--- config.mk ---
export PLATFORM = sky130hd
export DESIGN_NAME = cram_loader
export DESIGN_NICKNAME = d
export VERILOG_FILES = /design/src/rtl/cram_loader.sv
export SDC_FILE = /design/constraint.sdc
export NUM_CORES = 1
export LEC_CHECK = 0
export CAP_MARGIN = 10
export CORE_ASPECT_RATIO = 0.8
export CORE_MARGIN = 3
export CORE_UTILIZATION = 45
export DETAILED_ROUTE_END_ITERATION = 10
export PLACE_DENSITY = 0.73
export SLEW_MARGIN = 20
export SYNTH_ARGS = -nofsm -noshare
export SYNTH_HDL_FRONTEND = slang
export SYNTH_SLANG_ARGS = --single-unit
export TNS_END_PERCENT = 30
--- constraint.sdc ---
create_clock -name clk -period 2.5 [get_ports clk]
set_input_delay 0.5 -clock clk [delete_from_list [all_inputs] [get_ports clk]]
set_output_delay 0.5 -clock clk [all_outputs]
set_load 0.01 [all_outputs]
--- src/rtl/cram_loader.sv ---
// Boot loader: receives a big-endian length-prefixed byte stream and writes it word by word into CRAM.
// Optional trailing XOR checksum byte is enabled by defining LOADER_CHECKSUM_EN.
module cram_loader #(
    parameter int DATA_W      = 32,
    parameter int CRAM_ADDR_W = 10
) (
    input  logic                   clk,
    input  logic                   nrst,
    input  logic [7:0]             i_data,
    input  logic                   i_valid,
    output logic                   i_ready,
    output logic                   cram_we,
    output logic [CRAM_ADDR_W-1:0] cram_waddr,
    output logic [DATA_W-1:0]      cram_wdata,
    output logic                   core_nrst,
    output logic                   load_err
);

    typedef enum logic [2:0] {
        S_LEN   = 3'd0,
        S_DATA  = 3'd1,
        S_WRITE = 3'd2,
        S_DONE  = 3'd3,
        S_ERR   = 3'd4
`ifdef LOADER_CHECKSUM_EN
        ,S_CSUM = 3'd5
`endif
    } state_t;

`ifdef LOADER_CHECKSUM_EN
    localparam state_t TERM_STATE = S_CSUM;
`else
    localparam state_t TERM_STATE = S_DONE;
`endif

    localparam logic [31:0] DEPTH = 32'd1 << CRAM_ADDR_W;

    state_t                 state_r;
    state_t                 state_n;
    logic [1:0]             byte_cnt_r;
    logic [23:0]            shift_r;
    logic [CRAM_ADDR_W:0]   addr_r;
    logic [CRAM_ADDR_W:0]   n_r;
    logic                   i_ready_r;
    logic                   cram_we_r;
    logic [CRAM_ADDR_W-1:0] cram_waddr_r;
    logic [DATA_W-1:0]      cram_wdata_r;
    logic                   core_nrst_r;
    logic                   load_err_r;
`ifdef LOADER_CHECKSUM_EN
    logic [7:0]             csum_r;
`endif

    logic                   accept_s;
    logic                   last_byte_s;
    logic [31:0]            word_s;
    logic [CRAM_ADDR_W:0]   addr_inc_s;
    logic                   last_word_s;

    assign accept_s    = i_valid & i_ready_r;
    assign last_byte_s = (byte_cnt_r == 2'd3);
    assign word_s      = {shift_r, i_data};
    assign addr_inc_s  = addr_r + {{CRAM_ADDR_W{1'b0}}, 1'b1};
    // The counter is one bit wider than the CRAM address so a full-depth load ends without wrapping.
    assign last_word_s = (addr_inc_s == n_r);

    assign i_ready    = i_ready_r;
    assign cram_we    = cram_we_r;
    assign cram_waddr = cram_waddr_r;
    assign cram_wdata = cram_wdata_r;
    assign core_nrst  = core_nrst_r;
    assign load_err   = load_err_r;

    // State register.
    always_ff @(posedge clk or negedge nrst) begin
        if (!nrst) begin
            state_r <= S_LEN;
        end else begin
            state_r <= state_n;
        end
    end

    // Next-state logic.
    always_comb begin
        state_n = state_r;
        case (state_r)
            S_LEN: begin
                if (accept_s && last_byte_s) begin
                    if (word_s == 32'd0) begin
                        state_n = TERM_STATE;
                    end else if (word_s > DEPTH) begin
                        state_n = S_ERR;
                    end else begin
                        state_n = S_DATA;
                    end
                end else begin
                    state_n = state_r;
                end
            end
            S_DATA: begin
                if (accept_s && last_byte_s) begin
                    state_n = S_WRITE;
                end else begin
                    state_n = state_r;
                end
            end
            S_WRITE: begin
                if (last_word_s) begin
                    state_n = TERM_STATE;
                end else begin
                    state_n = S_DATA;
                end
            end
`ifdef LOADER_CHECKSUM_EN
            S_CSUM: begin
                if (accept_s) begin
                    if (i_data == csum_r) begin
                        state_n = S_DONE;
                    end else begin
                        state_n = S_ERR;
                    end
                end else begin
                    state_n = state_r;
                end
            end
`endif
            S_DONE:  state_n = S_DONE;
            S_ERR:   state_n = S_ERR;
            default: state_n = S_ERR;
        endcase
    end

    // Datapath and registered outputs, all derived from the next state.
    always_ff @(posedge clk or negedge nrst) begin
        if (!nrst) begin
            byte_cnt_r   <= 2'd0;
            shift_r      <= 24'd0;
            addr_r       <= '0;
            n_r          <= '0;
            i_ready_r    <= 1'b0;
            cram_we_r    <= 1'b0;
            cram_waddr_r <= '0;
            cram_wdata_r <= '0;
            core_nrst_r  <= 1'b0;
            load_err_r   <= 1'b0;
`ifdef LOADER_CHECKSUM_EN
            csum_r       <= 8'd0;
`endif
        end else begin
            i_ready_r   <= (state_n != S_WRITE) && (state_n != S_DONE);
            cram_we_r   <= (state_n == S_WRITE);
            core_nrst_r <= (state_n == S_DONE);
            load_err_r  <= (state_n == S_ERR);
            if (accept_s && ((state_r == S_LEN) || (state_r == S_DATA))) begin
                shift_r    <= word_s[23:0];
                byte_cnt_r <= byte_cnt_r + 2'd1;
`ifdef LOADER_CHECKSUM_EN
                csum_r     <= csum_r ^ i_data;
`endif
            end
            if ((state_r == S_LEN) && (state_n == S_DATA)) begin
                addr_r <= '0;
                n_r    <= word_s[CRAM_ADDR_W:0];
            end
            if ((state_r == S_DATA) && (state_n == S_WRITE)) begin
                cram_waddr_r <= addr_r[CRAM_ADDR_W-1:0];
                cram_wdata_r <= word_s;
            end
            if (state_r == S_WRITE) begin
                addr_r <= addr_inc_s;
            end
        end
    end

endmodule
==> flow_summary.json, run 1 <==
{
  "htreeDepth": 3,
  "first_global_vias": 2911,
  "antenna_found_initial": 0,
  "slew_headroom_pct": 66.8,
  "crit_slowest_cell": "clkdlybuf4s50_1",
  "dieHeight_um": 92.9,
  "worstSetupEndpointType": "flip-flop",
  "maxSlewViolCount": 0,
  "grt-ovfl-total": 0,
  "r2r_cells": 7,
  "synth_commonest_cells": "dfrtp_1, mux2_2, o21ai_0, nand2_1, clkbuf_1",
  "cp_top_family": "buffers and inverters",
  "crit_path_start_kind": "input pin",
  "status": "completed",
  "yosys_register_bits": 97,
  "yosys_warnings": 0,
  "power_density_mw_per_mm2": 744,
  "synth.area.top_cells": "dfrtp_1, mux2_2, o21ai_0",
  "ys_seq_area_share_pct": 57.1,
  "cts.path.max_buffers": 2,
  "die_x_um": 115,
  "synth_most_common_cell": "dfrtp_1",
  "synthMuxAreaShare_pct": 20.4,
  "postCtsSetupBuffers": 0,
  "yosys.area.top_type_share_pct": 57.1,
  "synth_ff_type": "dfrtp_1",
  "drt_first_iter_violations": 193,
  "synth_top_family_by_area": "multiplexers",
  "cts_root_buffer": "clkbuf_16",
  "yosysUniqueCellTypes": 45,
  "antenna_cells": 0,
  "min_period_ns": 2.36,
  "power_mw": 4.00,
  "setup_viol": 0,
  "syn_nets": 344,
  "synth_edf_count": 0,
  "synth-xor-area-share_pct": 2.88,
  "row_count": 31,
  "critPathMostFrequentCell": "buf_4",
  "hold_viol": 0,
  "worst_slew_pin_slew_ns": 0.496,
  "nets": 413,
  "crit_required_ns": 2.73,
  "drt-wirelength-per-cell_um": 17.7,
  "grt_pass1_wl_mm": 15.4,
  "vias_per_cell": 5.57,
  "post-route-drc-count": 0,
  "syn_area_mm2": 0.00425,
  "r2r_start": "addr_r[1]$_DFFE_PN0P_",
  "cts_hold_buffers": 0,
  "max-cap-violations": 0,
  "crit_arrival_ns": 2.58,
  "seqCellArea_mm2": 0.00243,
  "dr_total_vias": 2894,
  "drtAntennaViolNets": 0,
  "critPathBufInv": 4,
  "cts_buffers": 9,
  "skew_ns": 0.00977,
  "drt_pass1_iterations": 4,
  "rrSetupSlack_ns": 0.24,
  "grt_usage_pct": 18.7,
  "cp_max_fo": 13,
  "io_pins": 57,
  "coreArea_mm2": 0.00911,
  "synth_compound_area_share_pct": 8.03,
  "drive_above_1_share_pct": 30.9,
  "crit_type": "input pin to flip-flop",
  "place_hpwl_mm": 6.38,
  "fmax_mhz": 424,
  "cts.clk_slew.worst_paths_ns": 0.07,
  "post-synth-top-area-cell": "dfrtp_1",
  "tritoncts": "yes",
  "synth_fa_ha_area_share_pct": 0.589,
  "final_cells": 520,
  "async_flop_share_pct": 100,
  "multiInputGateArea_mm2": 0.00176,
  "layout-area-overhead-vs-synth_pct": 26.4,
  "die_area_mm2": 0.0107,
  "crit_chain": "clkdlybuf4s50_1, nor4_2, buf_4, buf_4, a31o_2, a2111oi_4, buf_12, nor2_2, o21ai_0, o41ai_1",
  "routabilityCongestion": 0.861,
  "power.leakage_nw": 2.37,
  "fill_cells": 723,
  "wl_mm": 9.19,
  "syn_area_per_cell_um2": 12.8,
  "finalCritPeriodShare_pct": 94.3,
  "postSynthCellCount": 331,
  "placed_cells": 504,
  "hp-class": "input pin to asynchronous set/reset pin",
  "peakVddDrop_uv": 378,
  "initial_core_util_pct": 46.6,
  "grt_max_degree": 44,
  "numClockSinks": 97,
  "final_core_util_pct": 58.9,
  "slowest_delay_ns": 0.50,
  "clkLatencyLatePin_ns": 0.35,
  "port_buffers": 56,
  "synth_simple_gate_area_share_pct": 8.86,
  "holdWs_ns": 0.116,
  "regToRegEndpoint": "i_ready$_DFF_PN0_"
}
==> cell families after synthesis <==
logic type / count (synthesis)
buffers and inverters: 21
adders and majority gates: 2
xor gates and xnor gates: 14
muxes: 77
DFF: 97
AOI/OAI and AO/OA: 50
and+or+nand+nor: 70
==> cell usage in the layout, fill, tap and decap left out, types with 3 or more instances in the layout <==
master            n
a21oi_1           6
a31oi_1           3
and3_1            4
buf_4            19
clkbuf_16         9
clkdlybuf4s50_1  55
dfrtp_1          97
inv_1             3
inv_6             3
mux2_2           77
nand2_1          14
nand3_1           9
nand3b_1          3
nand4_1           4
nor2_1            8
nor3_1            6
nor4_1            4
o21ai_0          20
o31ai_1           3
xnor2_1           8
xor2_1            6
==> worst max-delay path by stage <==
| stage | start | to | slack, ns | depth (start not counted) |
|---|---|---|---|---|
| after floorplan | i_data[7] | n_r[2]$_DFFE_PN0P_ | 0.25 | 5 |
| after global placement | i_data[1] | addr_r[5]$_DFFE_PN0P_ | -0.26 | 8 |
| after detailed placement | i_data[1] | addr_r[4]$_DFFE_PN0P_ | -0.40 | 8 |
| after CTS | i_data[1] | addr_r[9]$_DFFE_PN0P_ | 0.1 | 8 |
| after global routing | i_data[7] | addr_r[9]$_DFFE_PN0P_ | -0.02 | 10 |
| final | i_data[6] | addr_r[9]$_DFFE_PN0P_ | 0.14 | 10 |
==> per-stage QoR <==
step / TNS (ns) / cell area, um2 / worst slack [ns]
3_3_place_gp: -4.24 / 5060 / -0.259
4_1_cts: 0 / 5360 / 0.0954
2_1_floorplan: 0 / 4250 / 0.247
5_1_grt: -0.0314 / 5370 / -0.0193
3_5_place_dp: -6.63 / 5060 / -0.399
6_report: 0 / 5370 / 0.144
==> layout make-up <==
type                       instances  share of cell area (%)
sequential                        97                    45.2
clock buffer                      10                    4.45
multi-input combinational        213                    32.8
clock inverter                     6                    1.05
tap                              115                    2.68
timing repair buffer              76                    13.6
inverter                           3                   0.210
==> report_power, final <==
group | internal (mW) | switching (mW) | total (mW)
Clock | 0.727 | 0.646 | 1.37
Sequential | 1.80 | 0.275 | 2.08
Combinational | 0.323 | 0.221 | 0.544
Total | 2.85 | 1.14 | 4.00
==> timing repair <==
action / 4_1_cts / 5_1_grt
gates resized for setup: 1 / 3
hold endpoints to repair: 0 / 0
pin swaps: 0 / 1
setup endpoints to repair: 6 / 9
==> per-layer routing <==
metal  routed length (um)  vias to the layer above  part of all wire, %  global-route usage (%)
li1                     -                     1348                    -                       -
met1                 4510                     1482                   49                    27.9
met2                 4260                       53                   46                    26.8
met3                  304                       11                  3.3                    3.79
met4                  120                        0                  1.3                    6.53
met5                    0                        -                    0                       0
==> state kept, by name (all words and copies together), names as in the netlist <==
signal and count:
addr_r 11, byte_cnt_r 2, cram_we 1, i_ready 1
core_nrst 1, shift_r 24, cram_wdata 32, n_r 11
state_r 3, cram_waddr 10, load_err 1
Note: power is estimated with default switching activity, not from simulation.
==> run 2, diff against run 1 <==
- GPL_ROUTABILITY_DRIVEN: unset -> 0
- TNS_END_PERCENT: 30 -> unset
==> results of run 2 <==
Same layout as run 1: the final DEF is identical, and so are final timing and power.
==> run 3, diff against run 2 <==
- CORE_UTILIZATION: 45 -> 40
- PLACE_DENSITY: 0.73 -> 0.67
- SKIP_CTS_REPAIR_TIMING: unset -> 1
==> run 3 against run 2 <==
Net effect: worst hold slack better by 0.042 ns; fmax is 1.1% lower; count of clock-buffer cells in the layout is 2 higher; sequential power hardly changed; worst setup slack worse by 0.026 ns; flip-flop and latch count stayed put; core utilization is 5.6 points lower; final cell count is 6.0% higher; register-to-register slack hardly changed; critical path depth is 1 lower; first-iteration DRC count is 10% higher; total power is 6.0% higher; critical endpoint is now n_r[8]$_DFFE_PN0P_; largest power group unchanged.
==> flow_summary.json, run 3 (synthesized netlist as in run 1, its figures left out) <==
{
  "path_depth": 9,
  "regToRegEndpoint": "core_nrst$_DFF_PN0_",
  "antenna_cells": 0,
  "hold_viol": 0,
  "port_buffers": 56,
  "wl_met1_mm": 4.54,
  "slowest_delay_ns": 0.49,
  "stdcell_area_mm2": 0.00551,
  "hp-class": "input pin to asynchronous set/reset pin",
  "layout-area-overhead-vs-synth_pct": 29.5,
  "peakVddDrop_uv": 417,
  "totalNegativeSetupSlack_ns": 0,
  "wl_met2_mm": 4.31,
  "setup_viol": 0,
  "cts_root_buffer": "clkbuf_16",
  "nets": 419,
  "first_global_vias": 2911,
  "critPathBufInv": 5,
  "fmax_mhz": 420,
  "place_ws_ns": -0.190,
  "status": "completed",
  "layout_common_cells": "dfrtp_1, mux2_2, clkdlybuf4s50_1, buf_4, o21ai_0",
  "drtAntennaViolNets": 0,
  "cts.path.max_buffers": 2,
  "die_area_mm2": 0.0119,
  "crit_path_start": "i_data[7]",
  "critPathMostFrequentCell": "buf_4",
  "placed_cells": 534,
  "cts_buffers": 9,
  "crit_arrival_ns": 2.61,
  "cp_top_family": "buffers and inverters",
  "worst_slew_pin_slew_ns": 0.571,
  "htreeDepth": 3,
  "clkLatencyLatePin_ns": 0.34,
  "vias_per_cell": 5.30,
  "crit_chain": "clkdlybuf4s50_1, nor4_1, buf_4, buf_4, a31o_2, a2111oi_4, buf_4, buf_4, mux2_2",
  "cts.clk_slew.worst_paths_ns": 0.07,
  "wl_met3_um": 377,
  "grt_pass1_wl_mm": 15.3,
  "largest_reg_flops": 32,
  "top_layer": "met4",
  "r2r_start": "addr_r[1]$_DFFE_PN0P_",
  "initial_core_util_pct": 41.2,
  "final_core_util_pct": 53.3,
  "fin_ws_ns": 0.117,
  "worstSetupEndpointType": "flip-flop",
  "power_mw": 4.24,
  "dpl_cell_area_mm2": 0.00514,
  "dr_total_vias": 2919,
  "post-route-drc-count": 0,
  "row_count": 33,
  "grt_usage_pct": 16.4,
  "r2r_cells": 7,
  "dieHeight_um": 98.2,
  "grt-ovfl-total": 0,
  "power_density_mw_per_mm2": 769,
  "numClockSinks": 97,
  "crit_path_start_kind": "input pin",
  "die_x_um": 121,
  "grt_max_degree": 43,
  "crit_slowest_cell": "clkdlybuf4s50_1",
  "antenna_found_initial": 0,
  "max-cap-violations": 0,
  "crit_type": "input pin to flip-flop",
  "wl_mm": 9.30,
  "min_period_ns": 2.38,
  "final_common_cell": "dfrtp_1",
  "final_cells": 551,
  "place_hpwl_mm": 6.64,
  "skew_ns": 0.00714,
  "holdWs_ns": 0.158,
  "tritoncts": "yes",
  "drt_pass1_iterations": 4,
  "crit_required_ns": 2.72,
  "finalCritPeriodShare_pct": 95.3,
  "io_pins": 57,
  "drt-wirelength-per-cell_um": 16.9,
  "rrSetupSlack_ns": 0.25,
  "slew_headroom_pct": 62.0,
  "maxSlewViolCount": 0,
  "coreArea_mm2": 0.0103,
  "rsz0062_at_grt": "false",
  "power.leakage_nw": 2.44,
  "drt_first_iter_violations": 213,
  "drive_above_1_share_pct": 31.4,
  "cp_max_fo": 7
}
## run 3: area by class of cell
class | instances | area, um2
fillers | 875 | 4820
multi-input cells | 213 | 1750
clock buffers | 12 | 256
well taps | 140 | 175
repair buffers | 82 | 791
clock inverters | 4 | 98.8
flip-flops and latches | 97 | 2430
inverters | 3 | 11.3
## run 3: worst reg2reg max path, delay by kind of cell, from the launching register on
| family | cells | cell delay [ns] |
|---|---|---|
| DFF | 1 | 0.45 |
| and+or+nand+nor | 2 | 0.66 |
| AOI/OAI and AO/OA | 4 | 0.78 |
| adders and majority gates | 1 | 0.22 |
## run 3: worst max-delay path by stage
stage | slack (ns) | to
6_report | 0.12 | n_r[8]$_DFFE_PN0P_
5_1_grt | 0.03 | addr_r[8]$_DFFE_PN0P_
4_1_cts | 0.15 | addr_r[9]$_DFFE_PN0P_
2_1_floorplan | 0.25 | n_r[2]$_DFFE_PN0P_
3_5_place_dp | -0.19 | addr_r[8]$_DFFE_PN0P_
3_3_place_gp | -0.16 | n_r[7]$_DFFE_PN0P_
## run 3: per-layer routing
metal  global-route usage (%)  vias to the layer above
met2                     24.9                       57
met3                     3.76                        7
li1                         -                     1368
met4                     4.05                        0
met5                        0                        -
met1                     24.0                     1487
## run 3: where the power goes
group          leakage [nW]  internal, mW  switching (mW)  total [mW]
clock                 0.173          1.03           0.574        1.61
sequential             1.22          1.81           0.258        2.06
combinational          1.05         0.340           0.224       0.564
total                  2.44          3.18            1.06        4.24
